--- config.mk ---
export PLATFORM = sky130hd
export DESIGN_NAME = key_pio_ctrl
export DESIGN_NICKNAME = d
export VERILOG_FILES = /design/src/rtl/key_pio_ctrl_pkg.sv /design/src/rtl/key_evt_fifo.sv /design/src/rtl/key_pio_ctrl.sv
export SDC_FILE = /design/constraint.sdc
export NUM_CORES = 1
export LEC_CHECK = 0
export BUFFER_PORTS_ARGS = -buffer_cell sky130_fd_sc_hd__buf_2
export CAP_MARGIN = 40
export CORE_MARGIN = 4
export CORE_UTILIZATION = 41
export CTS_CLUSTER_DIAMETER = 50
export DETAILED_ROUTE_END_ITERATION = 8
export PLACE_DENSITY_LB_ADDON = 0.12
export SLEW_MARGIN = 25
export SYNTH_ARGS = -nofsm -noshare
export SYNTH_HDL_FRONTEND = slang
export SYNTH_SLANG_ARGS = --single-unit
--- constraint.sdc ---
create_clock -name clk -period 1.6 [get_ports clk]
set_input_delay 0.16 -clock clk [delete_from_list [all_inputs] [get_ports clk]]
set_output_delay 0.16 -clock clk [all_outputs]
set_load 0.02 [all_outputs]
--- src/rtl/key_pio_ctrl_pkg.sv ---
// rtl/key_pio_ctrl_pkg.sv - shared constants, FSM states and event type for the key PIO controller
// KEY_PIO_CTRL_DEBOUNCE_EN adds the HOLD state to the FSM enum.
package key_pio_ctrl_pkg;

    localparam logic [1:0] ADDR_DATA = 2'd0;
    localparam logic [1:0] ADDR_MASK = 2'd2;
    localparam logic [1:0] ADDR_EDGE = 2'd3;

    localparam int unsigned KEY_W_MAX = 32;

    typedef enum logic [3:0] {
        INIT,
        IDLE,
        RD_EDGE,
        LAT_EDGE,
        CLR_EDGE,
        RD_DATA,
        LAT_DATA,
        PUSH
`ifdef KEY_PIO_CTRL_DEBOUNCE_EN
        , HOLD
`endif
    } state_t;

    // Field names avoid the reserved word "edge".
    typedef struct packed {
        logic [KEY_W_MAX-1:0] edges;
        logic [KEY_W_MAX-1:0] levels;
    } key_evt_t;

    function automatic logic [31:0] key_mask_word(input int unsigned key_w);
        key_mask_word = (key_w >= 32) ? 32'hFFFF_FFFF : ((32'd1 << key_w) - 32'd1);
    endfunction

endpackage

--- src/rtl/key_evt_fifo.sv ---
// rtl/key_evt_fifo.sv - event FIFO with wrap-bit pointers, full/empty and a drop strobe
module key_evt_fifo #(
    parameter int unsigned WIDTH = 4,
    parameter int unsigned DEPTH = 4
) (
    input  logic             clk_i,
    input  logic             rst_i,
    input  logic             push_i,
    input  logic [WIDTH-1:0] din_i,
    input  logic             pop_i,
    output logic [WIDTH-1:0] dout_o,
    output logic             full_o,
    output logic             empty_o,
    output logic             drop_o
);

    localparam int unsigned AW = $clog2(DEPTH);

    logic [AW:0]      wptr_q, wptr_d;
    logic [AW:0]      rptr_q, rptr_d;
    logic [WIDTH-1:0] mem_q [DEPTH];
    logic             do_push;
    logic             do_pop;

    assign empty_o = (wptr_q == rptr_q);
    assign full_o  = (wptr_q[AW] != rptr_q[AW]) && (wptr_q[AW-1:0] == rptr_q[AW-1:0]);

    // A pop in the same cycle frees the slot, so a push into a full FIFO is still accepted.
    assign do_pop  = pop_i & ~empty_o;
    assign do_push = push_i & (~full_o | do_pop);
    assign drop_o  = push_i & full_o & ~do_pop;

    assign dout_o  = mem_q[rptr_q[AW-1:0]];

    always_comb begin
        wptr_d = wptr_q;
        rptr_d = rptr_q;
        if (do_push) begin
            wptr_d = wptr_q + 1'b1;
        end
        if (do_pop) begin
            rptr_d = rptr_q + 1'b1;
        end
    end

    always_ff @(posedge clk_i or posedge rst_i) begin
        if (rst_i) begin
            wptr_q <= '0;
            rptr_q <= '0;
        end else begin
            wptr_q <= wptr_d;
            rptr_q <= rptr_d;
        end
    end

    always_ff @(posedge clk_i) begin
        if (do_push) begin
            mem_q[wptr_q[AW-1:0]] <= din_i;
        end
    end

endmodule

--- src/rtl/key_pio_ctrl.sv ---
// rtl/key_pio_ctrl.sv - key PIO interrupt service FSM and bus master feeding an event FIFO
// Define KEY_PIO_CTRL_DEBOUNCE_EN to add a post-event hold-off of HOLD_CYC cycles.
module key_pio_ctrl
    import key_pio_ctrl_pkg::*;
#(
    parameter int unsigned KEY_W      = 2,
    parameter int unsigned FIFO_DEPTH = 4,
    parameter int unsigned HOLD_CYC   = 50000
) (
    input  logic              clk,
    input  logic              reset,
    input  logic              irq,
    output logic [1:0]        m_address,
    output logic              m_chipselect,
    output logic              m_write_n,
    output logic [31:0]       m_writedata,
    input  logic [31:0]       m_readdata,
    output logic              evt_valid,
    input  logic              evt_ready,
    output logic [KEY_W-1:0]  evt_edge,
    output logic [KEY_W-1:0]  evt_level,
    output logic              overflow,
    input  logic              ovf_clr,
    output logic              busy
);

    state_t           state_q, state_d;
    logic [KEY_W-1:0] edge_q, edge_d;
    logic [KEY_W-1:0] lvl_q, lvl_d;
    logic             ovf_q, ovf_d;

    logic             push_c;
    logic             cs_c;
    logic             write_n_c;
    logic [1:0]       addr_c;
    logic [31:0]      wdata_c;

    logic             fifo_full;
    logic             fifo_empty;
    logic             fifo_drop;
    logic [2*KEY_W-1:0] fifo_dout;

`ifdef KEY_PIO_CTRL_DEBOUNCE_EN
    localparam int unsigned HOLD_W = (HOLD_CYC > 1) ? $clog2(HOLD_CYC) : 1;
    localparam logic [HOLD_W-1:0] HOLD_LAST = HOLD_W'(HOLD_CYC - 1);

    logic [HOLD_W-1:0] hold_cnt_q, hold_cnt_d;
    logic              from_hold_q, from_hold_d;
`endif

    always_comb begin
        state_d   = state_q;
        edge_d    = edge_q;
        lvl_d     = lvl_q;
        push_c    = 1'b0;
        cs_c      = 1'b0;
        write_n_c = 1'b1;
        addr_c    = ADDR_DATA;
        wdata_c   = '0;
`ifdef KEY_PIO_CTRL_DEBOUNCE_EN
        hold_cnt_d  = hold_cnt_q;
        from_hold_d = from_hold_q;
`endif
        case (state_q)
            INIT: begin
                cs_c      = 1'b1;
                write_n_c = 1'b0;
                addr_c    = ADDR_MASK;
                wdata_c   = key_mask_word(KEY_W);
                state_d   = IDLE;
            end
            IDLE: begin
                if (irq) begin
                    state_d = RD_EDGE;
                end
            end
            RD_EDGE: begin
                cs_c    = 1'b1;
                addr_c  = ADDR_EDGE;
                state_d = LAT_EDGE;
            end
            LAT_EDGE: begin
                edge_d  = m_readdata[KEY_W-1:0];
                state_d = CLR_EDGE;
            end
            CLR_EDGE: begin
                cs_c      = 1'b1;
                write_n_c = 1'b0;
                addr_c    = ADDR_EDGE;
                state_d   = RD_DATA;
`ifdef KEY_PIO_CTRL_DEBOUNCE_EN
                // The clear that closes a hold-off discards bounce edges and ends the service.
                if (from_hold_q) begin
                    from_hold_d = 1'b0;
                    state_d     = IDLE;
                end
`endif
            end
            RD_DATA: begin
                cs_c    = 1'b1;
                addr_c  = ADDR_DATA;
                state_d = LAT_DATA;
            end
            LAT_DATA: begin
                lvl_d   = m_readdata[KEY_W-1:0];
                state_d = PUSH;
            end
            PUSH: begin
                push_c = (edge_q != '0);
`ifdef KEY_PIO_CTRL_DEBOUNCE_EN
                state_d = HOLD;
`else
                state_d = IDLE;
`endif
            end
`ifdef KEY_PIO_CTRL_DEBOUNCE_EN
            HOLD: begin
                if (hold_cnt_q == HOLD_LAST) begin
                    hold_cnt_d  = '0;
                    from_hold_d = 1'b1;
                    state_d     = CLR_EDGE;
                end else begin
                    hold_cnt_d = hold_cnt_q + 1'b1;
                end
            end
`endif
            default: begin
                state_d = INIT;
            end
        endcase
    end

    // Drops set the flag even when a clear is requested in the same cycle.
    always_comb begin
        ovf_d = ovf_q;
        if (fifo_drop) begin
            ovf_d = 1'b1;
        end else if (ovf_clr) begin
            ovf_d = 1'b0;
        end
    end

    always_ff @(posedge clk or posedge reset) begin
        if (reset) begin
            state_q <= INIT;
            edge_q  <= '0;
            lvl_q   <= '0;
            ovf_q   <= 1'b0;
        end else begin
            state_q <= state_d;
            edge_q  <= edge_d;
            lvl_q   <= lvl_d;
            ovf_q   <= ovf_d;
        end
    end

`ifdef KEY_PIO_CTRL_DEBOUNCE_EN
    always_ff @(posedge clk or posedge reset) begin
        if (reset) begin
            hold_cnt_q  <= '0;
            from_hold_q <= 1'b0;
        end else begin
            hold_cnt_q  <= hold_cnt_d;
            from_hold_q <= from_hold_d;
        end
    end
`endif

    // Bus outputs are decoded from state, so reset masks them to keep INIT from writing while held.
    assign m_chipselect = cs_c & ~reset;
    assign m_write_n    = write_n_c | reset;
    assign m_address    = reset ? 2'd0 : addr_c;
    assign m_writedata  = reset ? 32'd0 : wdata_c;

    key_evt_fifo #(
        .WIDTH (2*KEY_W),
        .DEPTH (FIFO_DEPTH)
    ) u_fifo (
        .clk_i   (clk),
        .rst_i   (reset),
        .push_i  (push_c),
        .din_i   ({edge_q, lvl_q}),
        .pop_i   (evt_ready),
        .dout_o  (fifo_dout),
        .full_o  (fifo_full),
        .empty_o (fifo_empty),
        .drop_o  (fifo_drop)
    );

    assign evt_valid = ~fifo_empty;
    assign evt_edge  = fifo_dout[2*KEY_W-1:KEY_W];
    assign evt_level = fifo_dout[KEY_W-1:0];
    assign overflow  = ovf_q;
    assign busy      = (state_q != IDLE);

endmodule
== Word level (Yosys, flattened, before mapping) ==
Memories as Yosys holds them, arrays and structs flattened.
Cells that the tools add are included.

* Memories: 1
* Latch bits: 0
* Flip-flop bits (word level): 15
* Bits of input ports: 37
* Memory bits (read-only): 0
* RAM bits: 16
* Word-level logic and storage cells: 53

{| class="wikitable"
|+ Memory list
! memory !! depth !! width !! read ports !! clocked after Yosys merged registers in !! write ports !! RTL line !! RTL
|-
| u_fifo.mem_q || 4 || 4 || 1 || 0 || 1 || key_evt_fifo.sv:21 || <nowiki>logic [WIDTH-1:0] mem_q [DEPTH];</nowiki>
|}

* Reductions and logical operators: 8
* Muxes and demuxes: 13
* $lt $le $gt $ge: 0
* Shift-type cells: 0
* Eq/ne operators: 12
* Bitwise gates (word level): 11
* Add/subtract/negate cells: 2
* Multipliers: 0
* Divide/modulo/power cells: 0

{| class="wikitable"
|+ Operators with widths
! kind !! number
|-
| 2-to-1 mux 32 bit || 1
|-
| case mux 4 bit (7 select lines) || 1
|-
| equality test 4 x 3 -> 1 bit, second input constant || 4
|-
| equality test 4 x 2 -> 1 bit, second input constant || 2
|-
| 2-to-1 mux 1 bit || 7
|-
| adder 3 x 1 -> 3 bit, second input constant || 2
|-
| OR reduction 2 bit || 3
|-
| bitwise AND 1 bit || 5
|-
| equality test 4 x 1 -> 1 bit, second input constant || 1
|-
| logical NOT 4 bit || 1
|-
| 2-to-1 mux 2 bit || 2
|-
| 2-to-1 mux 4 bit || 1
|-
| inequality test 4 x 1 -> 1 bit, second input constant || 1
|-
| inverter 1 bit || 4
|-
| case mux 2 bit (2 select lines) || 1
|-
| nonzero test 2 bit || 2
|-
| OR reduction 4 bit || 1
|-
| equality test 3 bit || 1
|-
| equality test 2 bit || 1
|-
| inequality test 2 bit, second input constant || 1
|-
| OR 1 bit || 2
|-
| logical AND 1 bit || 1
|-
| inequality test 1 bit || 1
|}

== Logic depth before layout (Yosys ltp) ==
Gate-level depths: netlist (run 1).

* Depth after elaboration: 7
* Depth in mapped cells: 5
* Mapped depth without buffers: 4

== Modules after synthesis ==
A second synthesis (run 1) with hierarchy kept.

* Cell total of the unflattened synthesis: 135
* Area total of the unflattened synthesis: 1736.7 µm²

{| class="wikitable"
|+ Modules (own cells, without submodules)
! module !! sequential area each (µm²) !! times used !! area an instance (µm²) !! cells each
|-
| key_evt_fifo || 630.6 || 1 || 1042.2 || 64
|-
| key_pio_ctrl || 200.2 || 1 || 694.4 || 71
|}

== Least setup slack after synthesis (run 1) ==
OpenSTA, ideal clock, no wires.

* Path type: register -> output
* Start: reg state_q[0]
* End: out m_writedata[1]
* Buffers on the path: 2
* Path slack: -0.117 ns
* Required time: 1.440 ns
* Arrival time: 1.557 ns
* Cell stages (with the launch flop): 5
* Cell sequence: dfrtp_1 clkbuf_8 or3_1 nor2_1 buf_4

* Longest elaborated chain between the ends: 3

{| class="wikitable"
|+ RTL lines
! element !! RTL line !! RTL
|-
| start: declaration || key_pio_ctrl.sv:27 || <nowiki>state_t state_q, state_d;</nowiki>
|-
| start signal: assignment || key_pio_ctrl.sv:150 || <nowiki>state_q <= state_d;</nowiki>
|-
| logical NOT 4 bit || key_pio_ctrl.sv:64 || <nowiki>case (state_q)</nowiki>
|-
| 2-to-1 mux 2 bit || key_pio_ctrl.sv:64 ||
|-
| 2-to-1 mux 32 bit || key_pio_ctrl.sv:173 || <nowiki>assign m_writedata = reset ? 32'd0 : wdata_c;</nowiki>
|-
| end: declaration || key_pio_ctrl.sv:16 || <nowiki>output logic [31:0] m_writedata,</nowiki>
|}

No other way between the ends.

== Worst setup path after layout (run 1) ==
* Start: reg u_fifo.rptr_q[0]
* End: out evt_valid

* Longest elaborated chain between the ends: 2

{| class="wikitable"
|+ RTL lines
! element !! RTL line !! RTL
|-
| start: declaration || key_evt_fifo.sv:20 || <nowiki>logic [AW:0] rptr_q, rptr_d;</nowiki>
|-
| start signal: assignment || key_evt_fifo.sv:52 || <nowiki>rptr_q <= rptr_d;</nowiki>
|-
| equality test 3 bit || key_evt_fifo.sv:25 || <nowiki>assign empty_o = (wptr_q == rptr_q);</nowiki>
|-
| inverter 1 bit || key_pio_ctrl.sv:190 || <nowiki>assign evt_valid = ~fifo_empty;</nowiki>
|-
| end: declaration || key_pio_ctrl.sv:18 || <nowiki>output logic evt_valid,</nowiki>
|}

No other way between the ends.

==> flow_metrics.env, run 1 <==
export IMPL_comb_power_share=0.548
export IMPL_failed_checks="setup timing"
export IMPL_synth_top_area_share=0.289
export IMPL_diodes=0
export IMPL_status="complete, but fails checks"
export IMPL_die_h_um=71.6
export IMPL_yosys_area_share_simple=0.0852
export IMPL_synth_ff_type="edfxtp_1"
export IMPL_synth_adder_area_share=0.0377
export IMPL_final_area_um2=2000
export IMPL_synthToLayoutAreaGrowth_pct=20.6
export IMPL_cts_root_buf="clkbuf_8"
export IMPL_rows=22
export IMPL_finalCritPeriodShare=1.04
export IMPL_synth_edf_count=16
export IMPL_routedWlPerCell_um=12.2
export IMPL_initial_core_util=0.437
export IMPL_power_frac_clock=0.140
export IMPL_die_area_um2=5130
export IMPL_ys_ff_latch=30
export IMPL_dp_hpwl_um=2030
export IMPL_end_kind="output pin"
export IMPL_drt_pass1_iter_count=2
export IMPL_fin_util=0.527
export IMPL_cts_tree="yes"
export IMPL_final_hold_viol_count=0
export IMPL_clock_latency_ns=0.27
export IMPL_worstPathMaxFanout=3
export IMPL_holdCritPathClass="in2reg"
export IMPL_rsz0062_at_grt="yes"
export IMPL_cts_path_max_buffers=2
export IMPL_ant_nets=0
export IMPL_switching_power_mw=1.46
export IMPL_grtUsageTotal=0.110
export IMPL_synthCells=127
export IMPL_drive_gt1_frac=0.414
export IMPL_drcViolationCount=0
export IMPL_grt_pass1_vias=905
export IMPL_grt_pass1_wl_um=4270
export IMPL_coreArea_um2=3800
export IMPL_drt_wl_total_um=2650
export IMPL_dp_cells=199
export IMPL_fin_skew_ns=0.00389
export IMPL_p_seq_frac=0.313
export IMPL_fin_ws_ns=-0.0683
export IMPL_num_vias=922
export IMPL_timing_critical_path_mode_cell="buf_6"
export IMPL_routed_via_density=4.25
export IMPL_synth_warnings=0
export IMPL_yosys_top_cells_area="edfxtp_1, dfrtp_1, buf_4, mux4_1, ha_1"
export IMPL_ys_top_cells_by_count="buf_4, edfxtp_1, dfrtp_1"
export IMPL_cp_top_family="flip-flops"
export IMPL_nets=210
export IMPL_port_buffers=19
export IMPL_arrival_ns=1.51
export IMPL_clkTransAtPathRegs_ns=0.06
export IMPL_io_pins=80
export IMPL_overflow=0
export IMPL_p_per_area_nw_per_um2=1990
export IMPL_htree_levels=2
export IMPL_internal_power_mw=2.52
export IMPL_drt_iter0_drc=37
export IMPL_synth_xor_area_frac=0.0414
export IMPL_layoutNonFillerInstCount=217
export IMPL_synth_top_family_by_area="buffers and inverters"
export IMPL_yosysTopAreaCell="edfxtp_1"
export IMPL_synth_most_common_cell="buf_4"
export IMPL_cap_violations=0
export IMPL_place_area_um2=1740
export IMPL_synth_compound_area_frac=0.0339
export IMPL_swShare=0.366
export IMPL_ys_seq_area_frac=0.500
export IMPL_slew_headroom=0.618
export IMPL_place_gp_congestion=0.727
export IMPL_path_buf_inv=2
export IMPL_clock_sinks=30
export IMPL_cts_made_buffers=5
export IMPL_critPathKind="reg2out"
export IMPL_synth_avg_cell_area_um2=13.1
export IMPL_crit_slowest_cell="dfrtp_1"
export IMPL_clock_fmax_ghz=0.599
export IMPL_slowest_delay_ns=0.40
export IMPL_grt_max_degree=15
export IMPL_crit_required_ns=1.44
export IMPL_yosysUniqueCellTypes=33
export IMPL_ir_drop_uv=859
export IMPL_antenna_found_initial=0
export IMPL_synthMuxAreaShare=0.115
export IMPL_post_route_min_period_ns=1.67
export IMPL_start_kind="flip-flop"
export IMPL_syn_area_um2=1660
export IMPL_leakage_nw=0.881
export IMPL_report_final_slew_viol_count=0
export IMPL_async_flop_share=0.467
export IMPL_cp_cell_sequence="buf_6 > xor2_4 > or2_4 > nand2b_4 > buf_6"
export IMPL_hold_slack_ns=0.0810
export IMPL_die_x_um=71.6
export IMPL_tightest_slew_ns=0.572
export IMPL_setup_viol=24
## metal layers
metal | share of wire | global-route usage
met3 | 0.082 | 0.0449
met2 | 0.50 | 0.186
met5 | 0 | 0
met1 | 0.41 | 0.122
met4 | 0.011 | 0.0438
## cell families (layout without fill, tap and decap cells)
| family | count (synthesis) | in the layout |
|---|---|---|
| xor gates and xnor gates | 7 | 7 |
| muxes | 11 | 11 |
| buffers and inverters | 42 | 55 |
| AOI/OAI and AO/OA | 8 | 8 |
| adders and majority gates | 5 | 5 |
| and+or+nand+nor | 23 | 23 |
| DFF | 30 | 30 |
| other | 1 | 30 |
## power groups by stage
stage                     clock (mW)  combinational [mW]  sequential (mW)
after detailed placement           0                1.71             1.26
after global routing           0.611                2.37             1.27
after CTS                      0.572                1.90             1.23
after global placement             0                1.66             1.25
after floorplan                    0                1.33             1.25
final                          0.556                2.18             1.24
## worst register-to-register path, cell delays in order (launching register included)
cell and delay, ns:
dfrtp_1 0.40, buf_6 0.14, xor2_4 0.19, nor4_4 0.27, buf_4 0.18, nor2_4 0.06, mux2_4 0.31
## sequential cells by signal, indices dropped and copies added, names as in the netlist
signal and flops:
edge_q 2, state_q 3, u_fifo.rptr_q 3, overflow 1, u_fifo.wptr_q 3, u_fifo.mem_q 16, lvl_q 2
## area by class of cell
class	instances	area [µm²]
Sequential cell	30	831
Tap cell	48	60.1
Timing Repair Buffer	40	317
Clock buffer	7	76.3
Fill cell	348	1800
Multi-Input combinational cell	84	688
Clock inverter	1	3.75
Inverter	7	26.3
## cell usage in the layout (no fill, tap or decap), drive strengths merged, types with 2 or more instances in the layout
| cell type | synthesis | final |
|---|---|---|
| mux2 | 7 | 7 |
| nand2 | 7 | 7 |
| conb | 1 | 30 |
| o21ai | 2 | 2 |
| edfxtp | 16 | 16 |
| a211oi | 2 | 2 |
| nor3 | 2 | 2 |
| xnor2 | 4 | 4 |
| and2 | 3 | 3 |
| inv | 7 | 7 |
| ha | 5 | 5 |
| dfrtp | 14 | 14 |
| or3 | 2 | 2 |
| buf | 33 | 39 |
| mux4 | 4 | 4 |
| xor2 | 3 | 3 |
| nor2 | 3 | 3 |
| clkbuf | 2 | 7 |
## metrics by stage
step	power [mW]	setup TNS, ns	setup slack (ns)
final	3.98	-0.857	-0.0683
after floorplan	2.58	0	0.0359
after detailed placement	2.97	-0.0961	-0.0158
after global placement	2.91	-0.0506	-0.00726
after global routing	4.25	-2.26	-0.121
after CTS	3.71	-0.857	-0.0992
## timing repair
item / in CTS / in global routing
setup buffers: 3 / 7
pin swaps: 3 / 7
setup endpoints to repair: 23 / 29
resized for setup: 16 / 20
hold endpoints to repair: 14 / 0
hold buffers: 1 / 0
## worst paths after layout
path,start,end,slack [ns],cells after the start
max,u_fifo.rptr_q[0],evt_valid,-0.07,5
min,ovf_clr,overflow,0.08,2
max reg2reg,u_fifo.rptr_q[0],u_fifo.wptr_q[1],-0.05,6
min reg2reg,lvl_q[0],u_fifo.mem_q[3][0],0.53,0
max in group asynchronous,reset,u_fifo.wptr_q[0],0.72,3
min in group asynchronous,reset,lvl_q[0],0.51,3
No activity file was read; power rests on OpenSTA's default activity.
==> run 2, diff against run 1 <==
- ABC_AREA: not set -> 1
- ABC_CLOCK_PERIOD_IN_PS: not set -> 1600
- TNS_END_PERCENT: not set -> 5
==> run 2 against run 1 <==
Effect of this change:
- the flow now finishes without violations
- die area is 0.27% higher
- sequential cell count unchanged
- clock power grew 12%
- synthesized cell count is 41% higher
- routed wire length rose by 4.5%
- register-to-register slack improved by 0.19 ns
- cell count increased by 21%
- first-iteration DRC count rose by 22%
- worst setup slack better by 0.18 ns
- global-route usage is 1.0 points higher
- final area shrank 5.9%
- largest cell class unchanged
- largest power group unchanged
==> flow_metrics.env, run 2 <==
export IMPL_synth_top_area_share=0.289
export IMPL_die_area_um2=5150
export IMPL_cp_cell_sequence="inv_1 > nand2_1 > nand2_2 > nor2_8 > nand2_4 > buf_2"
export IMPL_synth_avg_cell_area_um2=9.30
export IMPL_ir_drop_uv=720
export IMPL_setup_viol=0
export IMPL_yosysUniqueCellTypes=21
export IMPL_critPathKind="reg2out"
export IMPL_dp_hpwl_um=2210
export IMPL_post_route_min_period_ns=1.49
export IMPL_io_pins=80
export IMPL_ys_ff_latch=30
export IMPL_ant_nets=0
export IMPL_synth_warnings=0
export IMPL_yosys_top_cells_area="edfxtp_1, dfrtp_1, buf_4, nand2_1, nor2_1"
export IMPL_drt_pass1_iter_count=4
export IMPL_cts_root_buf="clkbuf_8"
export IMPL_clkTransAtPathRegs_ns=0.06
export IMPL_die_h_um=71.7
export IMPL_drt_wl_total_um=2770
export IMPL_overflow=0
export IMPL_worstPathMaxFanout=5
export IMPL_rows=22
export IMPL_diodes=0
export IMPL_synth_xor_area_frac=0.0105
export IMPL_ys_top_cells_by_count="nand2_1, buf_4, nor2_1"
export IMPL_fin_setup_tns_ns=0
export IMPL_crit_start="u_fifo.wptr_q[1]"
export IMPL_antenna_found_initial=0
export IMPL_drcViolationCount=0
export IMPL_clock_fmax_ghz=0.671
export IMPL_final_common_cell="nand2_1"
export IMPL_clock_sinks=30
export IMPL_htree_levels=2
export IMPL_drt_iter0_drc=45
export IMPL_largest_reg_flops=16
export IMPL_synth_edf_count=16
export IMPL_cts_made_buffers=5
export IMPL_synth_most_common_cell="nand2_1"
export IMPL_num_vias=1117
export IMPL_synth_ff_type="edfxtp_1"
export IMPL_routed_via_density=4.25
export IMPL_synth_adder_area_share=0.0376
export IMPL_leakage_nw=0.950
export IMPL_fin_skew_ns=0.00309
export IMPL_yosys_area_share_simple=0.209
export IMPL_synth_compound_area_frac=0.0541
export IMPL_layoutNonFillerInstCount=263
export IMPL_end_kind="output pin"
export IMPL_status="finished, final reports clean"
export IMPL_start_kind="flip-flop"
export IMPL_nets=256
export IMPL_synth_top_family_by_area="simple AND/OR/NAND/NOR gates"
export IMPL_holdCritPathClass="in2reg"
export IMPL_ys_seq_area_frac=0.499
export IMPL_crit_slowest_cell="dfrtp_1"
export IMPL_arrival_ns=1.33
export IMPL_final_area_um2=1880
export IMPL_yosysTopAreaCell="edfxtp_1"
export IMPL_hold_start="ovf_clr"
export IMPL_drive_gt1_frac=0.237
export IMPL_cap_violations=0
export IMPL_grt_max_degree=11
export IMPL_grt_pass1_wl_um=4800
export IMPL_grt_pass1_vias=1091
export IMPL_synthToLayoutAreaGrowth_pct=13.1
export IMPL_report_final_slew_viol_count=0
export IMPL_crit_required_ns=1.44
export IMPL_coreArea_um2=3800
export IMPL_port_buffers=19
export IMPL_slowest_delay_ns=0.41
export IMPL_die_x_um=71.7
export IMPL_path_buf_inv=2
export IMPL_grtUsageTotal=0.120
export IMPL_finalCritPeriodShare=0.932
export IMPL_rsz0062_at_grt="no"
export IMPL_place_gp_congestion=0.740
export IMPL_initial_core_util=0.438
export IMPL_crit_reg2reg_launch="u_fifo.wptr_q[1]"
export IMPL_cts_path_max_buffers=2
export IMPL_place_area_um2=1770
export IMPL_cts_tree="yes"
export IMPL_layout_common_cells="nand2_1, conb_1, nor2_1, buf_2, inv_1"
export IMPL_cp_top_family="flip-flops"
export IMPL_syn_area_um2=1670
export IMPL_dp_cells=253
export IMPL_synthCells=179
export IMPL_routedWlPerCell_um=10.5
export IMPL_clock_latency_ns=0.27
export IMPL_fillers=362
export IMPL_p_per_area_nw_per_um2=1870
export IMPL_async_flop_share=0.467
export IMPL_final_hold_viol_count=0
export IMPL_synthMuxAreaShare=0
run 2: where the power goes:
part           total, mW  internal (mW)  switching, mW
registers           1.29           1.08          0.205
clock network      0.621          0.345          0.276
logic               1.61          0.565           1.04
run 2: cell type report:
type	instances	area (µm²)	share of cell area
sequential	30	833	0.442
clock buffer	6	82.6	0.0438
multi-input combinational	126	631	0.335
clock inverter	2	12.5	0.00664
inverter	20	75.1	0.0398
timing repair buffer	31	190	0.101
tap	48	60.1	0.0319
run 2: worst register-to-register path: cells and delay by family (launching register included):
kind / cells / cell delay [ns]
buffers and inverters: 2 / 0.26
flip-flops: 1 / 0.42
AND/OR/NAND/NOR: 6 / 0.49
run 2: what timing repair did:
action,CTS,global route
hold buffers,2,0
resized for setup,0,2
hold endpoints to repair,5,0
setup endpoints to repair,0,1
setup buffers,0,0
run 2: per-stage QoR:
stage               hold WS (ns)  setup WS [ns]  utilization  power (mW)
global route              0.0699        0.00625        0.496        3.84
floorplan                 0.0656         0.0851            -        2.49
detailed placement         0.106          0.119        0.465        2.92
global placement           0.106          0.131        0.465        2.88
finish                    0.0596          0.109        0.496        3.52
CTS                       0.0599         0.0854        0.495        3.56
run 2: worst paths after layout:
check	cells after the start	slack [ns]	end
min in group asynchronous	4	0.48	u_fifo.wptr_q[2]
hold reg to reg	2	0.54	overflow
max in group asynchronous	4	0.44	edge_q[1]
setup reg to reg	8	0.14	u_fifo.mem_q[3][2]
hold / removal	2	0.06	overflow
setup / recovery	6	0.11	evt_valid
run 2: metal layers:
metal / track usage / up-vias / part of all wire
met5: 0 / - / 0
met4: 0.0376 / 0 / 0.0065
met3: 0.0449 / 2 / 0.086
met2: 0.189 / 41 / 0.47
met1: 0.153 / 497 / 0.44
li1: - / 577 / -
run 2: kinds of logic after synthesis:
family | count (synthesis)
buffers and inverters | 52
other | 1
DFF | 30
AOI/OAI and AO/OA | 17
and+or+nand+nor | 72
adders and majority gates | 5
xor gates and xnor gates | 2
==> run 3, diff against run 2 <==
- ABC_AREA: 1 -> 0
- SYNTH_HIERARCHICAL: not set -> 1
==> run 3 against run 2 <==
Effect of this change:
- the run now ends with setup timing left
- clock-buffer cell count unchanged
- core utilization is 0.085 points higher
- global-route usage fell by 0.28 points
- hold slack better by 0.080 ns
- total power grew 11%
- synthesized area increased by 4.0%
- fmax is 8.4% lower
- die area up 3.5%
- routed wire length up 6.6%
- worst setup slack worse by 0.14 ns
- critical path type is now reg2reg
- critical endpoint is now u_fifo/mem_q[0][3]
- largest cell class unchanged
==> flow_metrics.env, run 3 <==
export IMPL_ir_drop_uv=703
export IMPL_drt_pass1_iter_count=4
export IMPL_regArea_um2=831
export IMPL_rsz0062_at_grt="yes"
export IMPL_cts_root_buf="clkbuf_8"
export IMPL_cts_made_buffers=5
export IMPL_drcViolationCount=0
export IMPL_cts_tree="yes"
export IMPL_slowest_delay_ns=0.47
export IMPL_synth_warnings=6
export IMPL_reg2reg_slack_ns=-0.03
export IMPL_report_final_slew_viol_count=0
export IMPL_fin_setup_tns_ns=-0.397
export IMPL_die_h_um=73.0
export IMPL_clkTransAtPathRegs_ns=0.06
export IMPL_drt_wl_total_um=2950
export IMPL_layout_common_cells="conb_1, buf_4, edfxtp_1, buf_2, dfrtp_1"
export IMPL_dp_hpwl_um=2330
export IMPL_diodes=0
export IMPL_cp_cell_sequence="buf_4 > xor2_1 > or4_4 > and3_4"
export IMPL_whs_endpoint="lvl_q[1]"
export IMPL_coreArea_um2=4030
export IMPL_synthToLayoutAreaGrowth_pct=15.6
export IMPL_syn_area_um2=1730
export IMPL_fillers=377
export IMPL_critPathKind="reg2reg"
export IMPL_routed_via_density=4.44
export IMPL_path_buf_inv=1
export IMPL_synthCells=134
export IMPL_holdCritPathClass="in2reg"
export IMPL_final_hold_viol_count=0
export IMPL_overflow=0
export IMPL_post_route_min_period_ns=1.63
export IMPL_final_common_cell="conb_1"
export IMPL_status="complete, but fails checks"
export IMPL_nets=214
export IMPL_clock_fmax_ghz=0.614
export IMPL_synth_avg_cell_area_um2=12.9
export IMPL_final_area_um2=2000
export IMPL_crit_slowest_cell="or4_4"
export IMPL_num_vias=990
export IMPL_crit_reg2reg_launch="u_fifo/rptr_q[0]"
export IMPL_ant_nets=0
export IMPL_worstPathMaxFanout=6
export IMPL_drive_gt1_frac=0.382
export IMPL_fin_ws_ns=-0.0278
export IMPL_place_area_um2=1860
export IMPL_arrival_ns=1.66
export IMPL_grt_max_degree=13
export IMPL_routedWlPerCell_um=13.2
export IMPL_drt_iter0_drc=27
export IMPL_start_kind="flip-flop"
export IMPL_leakage_nw=0.902
export IMPL_port_buffers=19
export IMPL_die_area_um2=5330
export IMPL_htree_levels=2
export IMPL_clock_sinks=30
export IMPL_hold_start="m_readdata[1]"
export IMPL_crit_required_ns=1.63
export IMPL_io_pins=80
export IMPL_r2r_end="u_fifo/mem_q[0][3]"
export IMPL_clock_latency_ns=0.27
export IMPL_cts_path_max_buffers=2
export IMPL_antenna_found_initial=0
export IMPL_rows=23
export IMPL_die_x_um=73.0
export IMPL_largest_reg_flops=16
export IMPL_finalCritPeriodShare=1.02
export IMPL_r2r_worst_path_cells=4
export IMPL_grtUsageTotal=0.117
export IMPL_cp_top_family="simple AND/OR/NAND/NOR gates"
export IMPL_whs_path_depth=2
export IMPL_hold_slack_ns=0.140
export IMPL_fin_skew_ns=0.00859
export IMPL_dp_cells=213
export IMPL_initial_core_util=0.430
export IMPL_multi_input_area_um2=736
export IMPL_grt_pass1_wl_um=4600
export IMPL_failed_checks="setup timing"
export IMPL_layoutNonFillerInstCount=223
export IMPL_grt_pass1_vias=982
export IMPL_end_kind="flip-flop"
export IMPL_p_per_area_nw_per_um2=1950
export IMPL_place_gp_congestion=0.843
export IMPL_setup_viol=18
export IMPL_cap_violations=0
run 3: layer usage:
| layer | part of all wire | track usage |
|---|---|---|
| met5 | 0 | 0 |
| met4 | 0.0064 | 0.0369 |
| met3 | 0.081 | 0.0468 |
| met2 | 0.49 | 0.205 |
| met1 | 0.42 | 0.129 |
run 3: layout make-up:
cell class                      instances  share of cell area
Multi-Input combinational cell         90               0.368
Clock buffer                            6              0.0363
Sequential cell                        30               0.415
Inverter                                8              0.0150
Timing Repair Buffer                   37               0.131
Clock inverter                          2             0.00437
Tap cell                               50              0.0313
run 3: per-stage QoR:
stage               setup WS (ns)   util  power (mW)
floorplan                  -0.122      -        2.63
global route               -0.106  0.497        4.19
CTS                       -0.0352  0.493        3.90
finish                    -0.0278  0.497        3.91
detailed placement         -0.109  0.461        3.18
global placement           -0.107  0.461        3.13
run 3: how the worst max path moves through the flow:
stage	start	to	slack, ns	cells past startpoint
after global placement	u_fifo/rptr_q[1]	u_fifo/mem_q[3][0]	-0.11	3
after floorplan	u_fifo/rptr_q[1]	u_fifo/mem_q[0][0]	-0.12	3
final	u_fifo/rptr_q[0]	u_fifo/mem_q[0][3]	-0.03	4
after CTS	u_fifo/wptr_q[1]	u_fifo/mem_q[3][0]	-0.04	3
after detailed placement	u_fifo/rptr_q[1]	u_fifo/mem_q[3][1]	-0.11	3
after global routing	u_fifo/rptr_q[0]	u_fifo/wptr_q[1]	-0.11	5
run 3: where the power goes:
group          leakage, nW  internal, mW  switching [mW]
logic                0.550          1.02            1.09
clock network       0.0426         0.298           0.252
registers            0.310          1.10           0.146
run 3: what timing repair did:
item	CTS	global route
hold buffers	1	0
setup buffers	1	0
resized for setup	17	3
hold endpoints to repair	14	0
endpoints found under the setup margin	22	24
pin swaps	7	1
gates cloned	0	0
